<file path="config.mk">
export PLATFORM = sky130hd
export DESIGN_NAME = dmem_unloader
export DESIGN_NICKNAME = d
export VERILOG_FILES = /design/src/rtl/dmem_unloader.sv
export SDC_FILE = /design/constraint.sdc
export NUM_CORES = 1
export LEC_CHECK = 0
export ABC_AREA = 1
export BUFFER_PORTS_ARGS = -buffer_cell sky130_fd_sc_hd__buf_2
export CORE_ASPECT_RATIO = 0.9
export CORE_UTILIZATION = 40
export DETAILED_ROUTE_END_ITERATION = 10
export PLACE_DENSITY_LB_ADDON = 0.25
export SLEW_MARGIN = 20
export SYNTH_ARGS = -nofsm -noshare
export SYNTH_HDL_FRONTEND = slang
export SYNTH_SLANG_ARGS = --single-unit
export TNS_END_PERCENT = 10
</file>
<file path="constraint.sdc">
create_clock -name clk -period 4.6 [get_ports clk]
set_clock_uncertainty 0.1 [all_clocks]
set_input_delay 0.46 -clock clk [delete_from_list [all_inputs] [get_ports clk]]
set_output_delay 0.46 -clock clk [all_outputs]
set_load 0.02 [all_outputs]
</file>
<file path="src/rtl/dmem_unloader.sv">
// Streams a block of words out of data memory over a valid/ready interface.
// Synchronous one-cycle-latency reads feed a 2-entry FIFO that absorbs back-pressure.
module dmem_unloader #(
  parameter int ADDR_WIDTH = 32,
  parameter int DATA_WIDTH = 32,
  parameter int CNT_WIDTH  = 16
) (
  input  logic                  clk,
  input  logic                  rst,
  input  logic                  start,
  input  logic [ADDR_WIDTH-1:0] base_addr,
  input  logic [CNT_WIDTH-1:0]  word_count,
  output logic                  mem_rd_en,
  output logic [ADDR_WIDTH-1:0] mem_addr,
  input  logic [DATA_WIDTH-1:0] mem_rd_data,
  output logic                  out_valid,
  input  logic                  out_ready,
  output logic [DATA_WIDTH-1:0] out_data,
  output logic                  out_last,
  output logic                  busy,
  output logic                  done
);

  typedef enum logic [1:0] {
    S_IDLE = 2'd0,
    S_RUN  = 2'd1,
    S_FIN  = 2'd2
  } state_t;

  state_t                r_state;
  state_t                w_state_nxt;
  logic [ADDR_WIDTH-1:0] r_addr;
  logic [ADDR_WIDTH-1:0] r_mem_addr;
  logic [CNT_WIDTH-1:0]  r_remaining;
  logic                  r_inflight;
  logic                  r_inflight_last;
  logic [1:0]            r_count;
  logic [DATA_WIDTH-1:0] r_data0;
  logic [DATA_WIDTH-1:0] r_data1;
  logic                  r_last0;
  logic                  r_last1;

  logic                  w_pop;
  logic                  w_push;
  logic                  w_issue;
  logic [2:0]            w_occ;
  logic [1:0]            w_slot;
  logic [1:0]            w_count_n;
  logic [DATA_WIDTH-1:0] w_data0_n;
  logic [DATA_WIDTH-1:0] w_data1_n;
  logic                  w_last0_n;
  logic                  w_last1_n;
  logic [ADDR_WIDTH-1:0] w_base_aligned;

  assign w_base_aligned = base_addr & {{(ADDR_WIDTH-2){1'b1}}, 2'b00};

  // Words issued but not yet accepted = FIFO occupancy + read in flight; keep it at most 2.
  assign w_pop   = (r_count != 2'd0) && out_ready;
  assign w_push  = r_inflight;
  assign w_occ   = {1'b0, r_count} + {2'b00, r_inflight};
  assign w_issue = (r_state == S_RUN) && (r_remaining != {CNT_WIDTH{1'b0}}) &&
                   (w_occ < (3'd2 + {2'b00, w_pop}));
  assign w_slot  = r_count - {1'b0, w_pop};

  assign mem_rd_en = w_issue;
  assign mem_addr  = w_issue ? r_addr : r_mem_addr;
  assign out_valid = (r_count != 2'd0);
  assign out_data  = r_data0;
  assign out_last  = r_last0 && (r_count != 2'd0);
  assign busy      = (r_state == S_RUN);
  assign done      = (r_state == S_FIN);

  // Next-state logic for the transfer sequencer.
  always_comb begin
    w_state_nxt = r_state;
    case (r_state)
      S_IDLE: begin
        if (start) begin
          w_state_nxt = (word_count != {CNT_WIDTH{1'b0}}) ? S_RUN : S_FIN;
        end else begin
          w_state_nxt = S_IDLE;
        end
      end
      S_RUN: begin
        if (w_pop && r_last0) begin
          w_state_nxt = S_FIN;
        end else begin
          w_state_nxt = S_RUN;
        end
      end
      S_FIN:   w_state_nxt = S_IDLE;
      default: w_state_nxt = S_IDLE;
    endcase
  end

  // FIFO update: pop shifts the tail to the head, push lands in the first free slot after that.
  always_comb begin
    w_data0_n = r_data0;
    w_data1_n = r_data1;
    w_last0_n = r_last0;
    w_last1_n = r_last1;
    if (w_pop) begin
      w_data0_n = r_data1;
      w_last0_n = r_last1;
    end else begin
      w_data0_n = r_data0;
      w_last0_n = r_last0;
    end
    if (w_push) begin
      if (w_slot == 2'd0) begin
        w_data0_n = mem_rd_data;
        w_last0_n = r_inflight_last;
      end else begin
        w_data1_n = mem_rd_data;
        w_last1_n = r_inflight_last;
      end
    end else begin
      w_data1_n = r_data1;
    end
    case ({w_push, w_pop})
      2'b10:   w_count_n = r_count + 2'd1;
      2'b01:   w_count_n = r_count - 2'd1;
      default: w_count_n = r_count;
    endcase
  end

  // State, address/remaining counters, in-flight tracking and FIFO storage.
  always_ff @(posedge clk or posedge rst) begin
    if (rst) begin
      r_state         <= S_IDLE;
      r_addr          <= {ADDR_WIDTH{1'b0}};
      r_mem_addr      <= {ADDR_WIDTH{1'b0}};
      r_remaining     <= {CNT_WIDTH{1'b0}};
      r_inflight      <= 1'b0;
      r_inflight_last <= 1'b0;
      r_count         <= 2'd0;
      r_data0         <= {DATA_WIDTH{1'b0}};
      r_data1         <= {DATA_WIDTH{1'b0}};
      r_last0         <= 1'b0;
      r_last1         <= 1'b0;
    end else begin
      r_state    <= w_state_nxt;
      r_inflight <= w_issue;
      r_count    <= w_count_n;
      r_data0    <= w_data0_n;
      r_data1    <= w_data1_n;
      r_last0    <= w_last0_n;
      r_last1    <= w_last1_n;
      if ((r_state == S_IDLE) && start) begin
        r_addr      <= w_base_aligned;
        r_remaining <= word_count;
      end else if (w_issue) begin
        r_addr          <= r_addr + {{(ADDR_WIDTH-3){1'b0}}, 3'd4};
        r_remaining     <= r_remaining - {{(CNT_WIDTH-1){1'b0}}, 1'b1};
        r_mem_addr      <= r_addr;
        r_inflight_last <= (r_remaining == {{(CNT_WIDTH-1){1'b0}}, 1'b1});
      end else begin
        r_addr      <= r_addr;
        r_remaining <= r_remaining;
      end
    end
  end

endmodule

</file>
==> results.json <==
{
  "port_buffers": 150,
  "antenna_found_initial": 0,
  "drive_gt1_share_pct": 18.48,
  "nets": 1224,
  "start_util_pct": 41.19,
  "cp_max_fo": 36,
  "p_clk_share_pct": 19.6,
  "cts.clk_slew.worst_paths_ps": 70,
  "root_buffer": "clkbuf_16",
  "die_area_sq_um": 19690,
  "holdBufCountCts": 0,
  "ys_types": 35,
  "ant_nets": 0,
  "setup_tns_ps": 0,
  "viasPerCell": 4.945,
  "slew_headroom_pct": 32.83,
  "reg2reg_to": "out_data[30]$_DFF_PP0_",
  "rsz0062_at_grt": "no",
  "core_sq_um": 18580,
  "drt_iter0_drc": 493,
  "ys_seq_elements": 150,
  "clkLatencyLatePin_ps": 420,
  "timing.final.crit_share_pct": 73.65,
  "grt_max_degree": 97,
  "arrival_ps": 2830,
  "synth-seq-area-share_pct": 49.04,
  "cts_tree": "done",
  "hpwl_um": 13070,
  "power_density_nw_per_um2": 800.7,
  "r2r_start": "r_count[0]$_DFFE_PP0P_",
  "grt_overflow_total": 0,
  "synth_cells": 1001,
  "antennaDiodeCount": 0,
  "worst_setup_path_start_kind": "flop",
  "cts-resized-gates": 0,
  "r2r_cells": 6,
  "p_leak_nw": 4.623,
  "htreeDepth": 4,
  "drc": 0,
  "yosysWarningCount": 0,
  "cp_slowest_cell": "dfrtp_1",
  "end_kind": "output port",
  "pwr-share-seq_pct": 32.7,
  "critPathMaxStageDelay_ps": 480,
  "syn_area_per_cell_sq_um": 7.647,
  "place_congestion": 0.8402,
  "grt_usage_pct": 20.57,
  "outcome": "complete, no violations",
  "syn_area_sq_um": 7655,
  "worstSetupPathType": "reg2out",
  "grt_pass1_wl_um": 31740,
  "cts_sinks": 150,
  "wl_per_cell_um": 13.99,
  "num_rows": 47,
  "final-hold-violation-count": 0,
  "clock_path_buffers": 2,
  "cts_setup_buffers": 0,
  "routed_wirelength_um": 19480,
  "min_path_type": "in2async",
  "post-route-min-period_ps": 3388,
  "p_comb_share_pct": 47.6,
  "finalSetupViolations": 0,
  "firstDrtPassIters": 5,
  "p_total_mw": 7.359,
  "worst_pin_slew_ps": 1008,
  "die_x_um": 147.8,
  "synth_fp_nets": 1091,
  "numCtsBuffers": 17,
  "worst_path_most_repeated_cell": "nand2_1",
  "cp_data_required_time_ps": 4040,
  "ios": 153,
  "die_height_um": 133.2,
  "area_delta_synth_final_pct": 20.07,
  "final_max_slew_viol_count": 0,
  "r2r_slack_ps": 2080,
  "p_switching_mw": 3.404,
  "fmax_mhz": 295.2,
  "ir_drop_mv": 0.4117,
  "vias": 6883,
  "p_int_mw": 3.955,
  "max-cap-violations": 0,
  "fillers": 1860,
  "worstPathCellList": "nor2_4 -> nor2_8 -> nand2_1 -> nand2_1 -> nand3_4 -> inv_1 -> buf_4 -> nand2_1 -> nand2_1 -> buf_2",
  "switching_share_pct": 46.25,
  "grt_pass1_vias": 6232
}
## synth_stat cells
cell	n	area [sq um]
nand3_1	98	490.5
inv_2	1	3.750
nand3_2	1	10.01
nor4_1	3	18.77
mux2_2	8	90.09
buf_6	4	45.04
clkinv_1	1	3.750
nor3_1	1	5.000
and2_0	1	6.260
nand2_1	324	1216
or2_2	2	12.51
o21ai_0	88	440.4
buf_2	15	75.07
xor2_1	15	131.4
a21boi_0	1	7.510
buf_1	1	3.750
xnor2_1	7	61.31
inv_1	84	315.3
nor2_1	104	390.4
clkbuf_1	22	82.58
nor2_2	2	12.51
nand3b_1	1	7.510
nor2_8	1	20.02
ha_1	6	75.07
buf_4	3	22.52
o21ai_1	6	30.03
a31oi_1	23	143.9
or2_0	5	31.28
o211ai_1	1	7.510
nand2_2	2	12.51
o22ai_1	9	56.30
nor2_4	2	22.52
dfrtp_1	150	3754
a21oi_1	5	25.02
nand4_1	4	25.02
## final cells by class
class | instances | area, sq um | share of cell area (%)
Multi-Input combinational cell | 720 | 3364 | 36.60
Sequential cell | 150 | 3754 | 40.84
Inverter | 86 | 327.8 | 3.567
Timing Repair Buffer | 159 | 830.8 | 9.039
Tap cell | 245 | 306.5 | 3.335
Clock buffer | 17 | 425.4 | 4.628
Clock inverter | 15 | 182.7 | 1.987
## power groups by stage
stage / Clock (mW) / Combinational, mW / Sequential [mW]
after global placement: 0 / 3.45 / 2.41
after global routing: 1.54 / 3.97 / 2.49
after floorplan: 0 / 2.49 / 2.50
final: 1.45 / 3.51 / 2.41
after CTS: 1.48 / 3.54 / 2.40
after detailed placement: 0 / 3.53 / 2.42
## worst max-delay path by stage
stage | startpoint | to | slack (ps) | depth (start not counted)
final | r_count[0]$_DFFE_PP0P_ | mem_addr[8] | 1210 | 10
after global routing | r_count[0]$_DFFE_PP0P_ | mem_addr[8] | 950 | 10
after CTS | r_count[0]$_DFFE_PP0P_ | mem_addr[8] | 1140 | 10
after detailed placement | out_ready | mem_addr[8] | 1500 | 11
after global placement | out_ready | mem_addr[8] | 1520 | 11
after floorplan | rst | out_data[0]$_DFF_PP0_ | 4 | 1
## routing by layer
metal	track usage [%]	vias to the layer above	part of all wire, %
met1	30.49	3174	50
met2	30.01	195	43
met3	4.349	23	5.3
li1	-	3491	-
met5	0	-	0
met4	6.071	0	1.3
## cell usage in the layout (no fill, tap or decap), drive strengths merged
cell type | synthesis | routed
a21boi | 1 | 1
a21oi | 5 | 5
a31oi | 23 | 23
and2 | 1 | 1
buf | 23 | 159
bufinv | 0 | 2
clkbuf | 22 | 17
clkinv | 1 | 3
clkinvlp | 0 | 3
dfrtp | 150 | 150
ha | 6 | 6
inv | 85 | 93
mux2 | 8 | 8
nand2 | 326 | 326
nand3 | 99 | 99
nand3b | 1 | 1
nand4 | 4 | 4
nor2 | 109 | 109
nor3 | 1 | 1
nor4 | 3 | 3
o211ai | 1 | 1
o21ai | 94 | 94
o22ai | 9 | 9
or2 | 7 | 7
xnor2 | 7 | 7
xor2 | 15 | 15
## state kept, by name, summed over array words and instances (netlist names), 2 cells and up
signal / cells
r_data1: 32
r_remaining: 16
r_count: 2
out_data: 32
r_mem_addr: 32
r_addr: 30
r_state: 2
## cell families (layout without fill, tap and decap cells)
logic type	Yosys count	after routing	synth area share (%)
fa+ha+maj	6	6	0.9807
flops	150	150	49.04
simple gates	551	551	29.80
compound gates	133	133	9.284
xor+xnor	22	22	2.517
buf+inv	131	277	7.208
mux	8	8	1.177
## per-stage QoR
step           utilization (%)  setup WS, ps  cell area (sq um)  cells  hold WS, ps
5_1_grt                  49.46         946.0               9191   1392        132.6
4_1_cts                  49.43          1141               9186   1392        124.7
2_1_floorplan                -         3.608               7655   1001        342.8
3_3_place_gp             46.16          1519               8578   1360        356.7
6_report                 49.46          1212               9191   1392        116.7
3_5_place_dp             46.16          1503               8578   1360        361.1
## critical path, delay by kind of cell (launching register included)
kind | cells | cell delay, ps
buf+inv | 3 | 690
simple gates | 7 | 1220
flops | 1 | 480
(Power assumes the default switching activity.)
